$ cat src/rtl/period_meter_pkg.sv
// Shared types for the period meter: FSM state encoding.
// Latency: n/a (types only).
// Backpressure: n/a.
package period_meter_pkg;

    typedef enum logic [1:0] {
        IDLE    = 2'd0,
        ARM     = 2'd1,
        MEASURE = 2'd2
    } state_t;

endpackage

$ cat src/rtl/period_meter_if.sv
// Result channel of the period meter: period/overflow qualified by valid, accepted by out_ready.
// Latency: n/a (wiring only).
// Backpressure: producer holds period/overflow stable while valid is high and out_ready is low.
interface period_meter_if #(
    parameter int N = 8
);
    logic [N-1:0] period;
    logic         overflow;
    logic         valid;
    logic         out_ready;

    modport master (
        output period,
        output overflow,
        output valid,
        input  out_ready
    );

    modport slave (
        input  period,
        input  overflow,
        input  valid,
        output out_ready
    );
endinterface

$ cat src/rtl/period_meter_edge_rise.sv
// Rising-edge detector for a level input already synchronous to clk.
// Latency: combinational edge output, one register of history.
// Backpressure: none; the detector runs every cycle regardless of downstream state.
module edge_rise (
    input  logic clk,
    input  logic rst_n,
    input  logic event_in,
    output logic rise
);
    logic ev_q;

    // Keep last cycle's level so a held-high input never looks like a new edge.
    always_ff @(posedge clk or negedge rst_n) begin
        if (!rst_n) begin
            ev_q <= 1'b0;
        end else begin
            ev_q <= event_in;
        end
    end

    assign rise = event_in & ~ev_q;
endmodule

$ cat src/rtl/period_meter.sv
// Measures clock cycles between consecutive rising edges of event_in, saturating at 2^N-1.
// Latency: result registered on the clock edge that sees the closing edge; valid high the next cycle.
// Backpressure: a result arriving while valid is held and out_ready is low is discarded and flagged in sticky dropped.
module period_meter
    import period_meter_pkg::*;
#(
    parameter int N = 8
) (
    input  logic           clk,
    input  logic           rst_n,
    input  logic           en,
    input  logic           event_in,
    period_meter_if.master res,
    output logic           dropped,
    output logic           busy
);
    localparam logic [1:0]   S_IDLE    = IDLE;
    localparam logic [1:0]   S_ARM     = ARM;
    localparam logic [1:0]   S_MEASURE = MEASURE;
    localparam logic [N-1:0] CNT_MAX   = {N{1'b1}};
    localparam logic [N-1:0] CNT_ONE   = {{(N-1){1'b0}}, 1'b1};

    logic         rise;
    logic [1:0]   state;
    logic [1:0]   state_nxt;
    logic [N-1:0] cnt;
    logic         sat;
    logic         cap;

    edge_rise u_edge (
        .clk      (clk),
        .rst_n    (rst_n),
        .event_in (event_in),
        .rise     (rise)
    );

    // Next state: disable wins over everything, the first edge after arming starts measuring.
    always_comb begin
        state_nxt = state;
        if (!en) begin
            state_nxt = S_IDLE;
        end else begin
            case (state)
                S_IDLE:    state_nxt = S_ARM;
                S_ARM:     state_nxt = rise ? S_MEASURE : S_ARM;
                S_MEASURE: state_nxt = S_MEASURE;
                default:   state_nxt = S_IDLE;
            endcase
        end
    end

    // An edge while measuring closes the running period.
    assign cap = en && (state == S_MEASURE) && rise;

    // State register; busy is registered alongside so it tracks MEASURE exactly.
    always_ff @(posedge clk or negedge rst_n) begin
        if (!rst_n) begin
            state <= S_IDLE;
            busy  <= 1'b0;
        end else begin
            state <= state_nxt;
            busy  <= (state_nxt == S_MEASURE);
        end
    end

    // Period counter: each edge restarts at 1, otherwise count up and stick at max with sat.
    always_ff @(posedge clk or negedge rst_n) begin
        if (!rst_n) begin
            cnt <= '0;
            sat <= 1'b0;
        end else if (!en || (state == S_IDLE)) begin
            cnt <= '0;
            sat <= 1'b0;
        end else if (rise) begin
            cnt <= CNT_ONE;
            sat <= 1'b0;
        end else if (state == S_MEASURE) begin
            if (cnt == CNT_MAX) begin
                sat <= 1'b1;
            end else begin
                cnt <= cnt + CNT_ONE;
            end
        end else begin
            cnt <= '0;
            sat <= 1'b0;
        end
    end

    // Output register: load when the slot is free or being drained this cycle, else drop and flag.
    always_ff @(posedge clk or negedge rst_n) begin
        if (!rst_n) begin
            res.period   <= '0;
            res.overflow <= 1'b0;
            res.valid    <= 1'b0;
            dropped      <= 1'b0;
        end else if (cap) begin
            if (!res.valid || res.out_ready) begin
                res.period   <= cnt;
                res.overflow <= sat;
                res.valid    <= 1'b1;
            end else begin
                dropped <= 1'b1;
            end
        end else if (res.valid && res.out_ready) begin
            res.valid <= 1'b0;
        end
    end
endmodule

$ cat src/flat_wrapper.sv
// flat-port wrapper written by rule: the top's interface ports become plain ports
module period_meter_flat import period_meter_pkg::*;
#(
    parameter int N = 8
)
  (clk, rst_n, en, event_in, dropped, busy, res_period, res_overflow, res_valid, res_out_ready);
  period_meter_if #(.N(N)) res_i ();
  input  logic clk;
  input  logic rst_n;
  input  logic en;
  input  logic event_in;
  output logic dropped;
  output logic busy;
  output wire logic [$bits(res_i.period)-1:0] res_period;
  output wire logic [$bits(res_i.overflow)-1:0] res_overflow;
  output wire logic [$bits(res_i.valid)-1:0] res_valid;
  input wire logic [$bits(res_i.out_ready)-1:0] res_out_ready;
  assign res_period = res_i.period;
  assign res_overflow = res_i.overflow;
  assign res_valid = res_i.valid;
  assign res_i.out_ready = res_out_ready;
  period_meter #(.N(N)) u_core (.clk(clk), .rst_n(rst_n), .en(en), .event_in(event_in), .res(res_i), .dropped(dropped), .busy(busy));
endmodule
$ cat config.mk
export PLATFORM = sky130hd
export DESIGN_NAME = period_meter_flat
export DESIGN_NICKNAME = d
export VERILOG_FILES = /design/src/rtl/period_meter_pkg.sv /design/src/rtl/period_meter_if.sv /design/src/rtl/period_meter_edge_rise.sv /design/src/rtl/period_meter.sv /design/src/flat_wrapper.sv
export SDC_FILE = /design/constraint.sdc
export NUM_CORES = 1
export LEC_CHECK = 0
export CAP_MARGIN = 20
export CORE_UTILIZATION = 30
export CTS_BUF_LIST = sky130_fd_sc_hd__clkbuf_4
export CTS_CLUSTER_DIAMETER = 80
export DETAILED_ROUTE_END_ITERATION = 7
export GPL_ROUTABILITY_DRIVEN = 0
export GPL_TIMING_DRIVEN = 0
export PLACE_DENSITY = 0.48
export REMOVE_ABC_BUFFERS = 1
export SLEW_MARGIN = 5
export SYNTH_ARGS = -nofsm -noshare
export SYNTH_HDL_FRONTEND = slang
export SYNTH_HIERARCHICAL = 1
export SYNTH_SLANG_ARGS = --single-unit
$ cat constraint.sdc
create_clock -name clk -period 2.7 [get_ports clk]
set_input_delay 0.405 -clock clk [delete_from_list [all_inputs] [get_ports clk]]
set_output_delay 0.405 -clock clk [all_outputs]
set_load 0.1 [all_outputs]
==> results of run 1 <==
==> registers in the layout (all words and copies together) (netlist names) <==
signal,flops
u_core/state,2
u_core/cnt,8
u_core/res.valid,1
u_core/sat,1
u_core/res.overflow,1
u_core/busy,1
u_core/dropped,1
u_core/u_edge/ev_q,1
u_core/res.period,8
==> Yosys cell counts, types with 2 or more instances <==
cell type / n
nand3_1: 4
o21ai_0: 4
mux2_4: 9
and3_1: 3
mux2i_1: 2
nand4_1: 2
dfrtp_1: 24
and2_1: 2
a31oi_1: 3
nand2b_1: 2
nand2_1: 6
a21oi_1: 3
==> report_power, final <==
group	internal, mW	total (mW)	switching [mW]
registers	0.364	0.369	0.00494
clock network	0.0540	0.160	0.107
logic	0.0197	0.0438	0.0241
==> path summary, 6_finish.rpt <==
| path | endpoint | cells past startpoint | start | slack, ps |
|---|---|---|---|---|
| worst max-delay path | res_overflow | 1 | u_core/res.overflow | 470 |
| worst min-delay path | u_core/res.period[6] | 1 | rst_n | 400 |
| worst max register to register | u_core/res.period[2] | 4 | u_core/u_edge/ev_q | 910 |
| worst min register to register | u_core/dropped | 1 | u_core/dropped | 490 |
| max in group asynchronous | u_core/cnt[0] | 2 | rst_n | 1860 |
| min in group clk | u_core/dropped | 1 | u_core/dropped | 490 |
==> cells in the final DEF (no fill, tap or decap), drive strengths merged, types with 3 or more instances in the layout <==
cell,Yosys,final
clkbuf,0,3
a21oi,3,3
and3,3,3
clkdlybuf4s50,0,16
dfrtp,24,24
a31oi,3,3
o21ai,4,4
nand2,6,6
nand3,4,4
mux2,9,9
==> cell families after synthesis <==
| group | after synthesis |
|---|---|
| multiplexers | 11 |
| flip-flops | 24 |
| AO/OA/AOI/OAI | 17 |
| adder cells (fa/ha/maj) | 1 |
| buffers and inverters | 1 |
| AND/OR/NAND/NOR | 31 |
==> layout make-up <==
type | count | area (um^2)
Sequential cell | 24 | 601
Tap cell | 46 | 57.6
Fill cell | 331 | 2080
Clock inverter | 1 | 3.75
Multi-Input combinational cell | 60 | 493
Clock buffer | 3 | 22.5
Timing Repair Buffer | 17 | 188
==> worst reg2reg max path, stage by stage (launching register included) <==
cell and delay, ps:
dfrtp_1 410, nor2b_4 190, nand4b_2 170, nor2b_2 570, mux2_4 350
==> per-layer routing <==
metal / share of wire / vias up / global-route usage
met2: 0.45 / 17 / 0.178
met5: 0 / - / 0
li1: - / 364 / -
met4: 0.014 / 0 / 0.0610
met1: 0.51 / 379 / 0.152
met3: 0.026 / 2 / 0.0182
==> run_results.csv, run 1 <==
group,metric,value,unit
yosys,synth-xor-area-share,0,
finish,utilization,0.397,
setup_path,crit_family,"buffers and inverters",
clock_network,clock_latency,310,ps
yosys,synth-edff-count,0,
finish,fin_cells,151,
power,vdd.ir_drop.worst,123,uV
clock_network,cts_max_level,1,
power,p_total,0.573,mW
finish,n_antenna_cell,0,
timing,rsz0062_at_grt,"false",
routing,drt_pass1_iterations,4,
clock_network,cts_tree,"built",
yosys,synthAdderAreaFrac,0.0113,
global_routing,antenna_found_initial,0,
routing,drc,0,
die,die_x,62.7,um
yosys,ys_ff_latch,24,
clock_network,cts_max_path_buffers,2,
timing,fmax,0.448,GHz
global_routing,grt_pass1_wl,3470,um
setup_path,path_cells,"clkdlybuf4s50_1",
timing,setup_viol,0,
power,powerDensity,420,mW/mm^2
setup_path,crit_arrival,1830,ps
setup_path,end_kind,"output port",
setup_path,cp_max_fo,2,
yosys,yosys.area_share.simple,0.191,
yosys,ys_seq_area_frac,0.544,
die,core_area,0.00344,mm^2
yosys,synth_compound_area_frac,0.103,
die,floorplan.initialDensity,0.321,
die,num_rows,21,
timing,setup_slack,465,ps
routing,dr.first_iter.drc_count,20,
yosys,ys.flop_type,"dfrtp_1",
setup_path,slowest_delay,1130,ps
power,leakagePower,0.603,nW
yosys,synth_top_family_by_area,"simple AND/OR/NAND/NOR gates",
yosys,yosys.area.top_type,"dfrtp_1",
finish,drive_gt1_frac,0.181,
die,io_pins,17,
timing,hold_viol,0,
setup_path,worst_setup_path_start_kind,"flip-flop",
timing,hold-worst-slack,396,ps
routing,vias,762,
finish,fin_area,0.00137,mm^2
die,die_y,62.7,um
yosys,synthArstFlopShare,1.00,
timing,tns,0,ps
yosys,synthCells,85,
place,dp_hpwl,1390,um
min_path,min_path_type,"in2async",
die,dieArea,0.00393,mm^2
routing,drtAntennaViolNets,0,
routing,wl,1960,um
setup_path,critPathKind,"reg2out",
clock_network,cts_sinks,24,
setup_path,critPathBufInv,1,
global_routing,first_global_vias,756,
yosys,yosysUniqueCellTypes,33,
clock_network,clkTransAtPathRegs,130,ps
timing,tightest_slew,966,ps
yosys,synthTopCellsByArea,"dfrtp_1, mux2_4, nand2_1, mux2i_1, nand3_1",
finish,nets,112,
routing,post_drt_wl_per_cell,13.0,um
clock_network,post-cts-setup-buffer-count,0,
timing,max-slew-margin-rel,0.354,
global_routing,grt_max_degree,25,
yosys,syn_area,0.00110,mm^2
yosys,yosysTopAreaCellShare,0.544,
timing,finalClockSkew,6.47,ps
job,maxCapViolCount,0,
routing,vias_per_cell,5.05,
clock_network,cts_hold_buffers,0,
yosys,syn_avg_cell_area,13.0,um^2
place,io_buffer_count,16,
global_routing,grt_overflow,0,
global_routing,track_usage,0.114,
place,placed_cells,146,
timing,period_minus_slack,2230,ps
timing,min_period_over_period,0.828,
yosys,muxShareOfSynthArea,0.140,
clock_network,cts-root-buf,"clkbuf_4",
place,pre_cts_slack,362,ps
clock_network,cts_made_buffers,3,
setup_path,cp.required,2300,ps
finish,areaGrowthSynthToFinish,23.6,%
setup_path,cp_slowest_cell,"clkdlybuf4s50_1",
run_status,status,"completed",
timing,drv_slew,0,
yosys,yosys_warnings,6,
place,dpl-instance-area,0.00131,mm^2
clock_network,cts_resized,0,
(Power assumes the default switching activity.)
==> run 2: changes to the inputs <==
- clock period: 2.7 -> 2.28 ns (I/O delays scaled with it)
==> results of run 2 <==
Same layout as run 1 (identical final DEF). Status: completed.
Among the figures that moved: setup slack after placement 362 ps -> 4.74 ps; setup slack after layout 465 ps -> 108 ps; hold slack 396 ps -> 333 ps; register-to-register setup slack 910 ps -> 490 ps; total power 0.573 mW -> 0.678 mW; worst IR drop on VDD 123 uV -> 146 uV
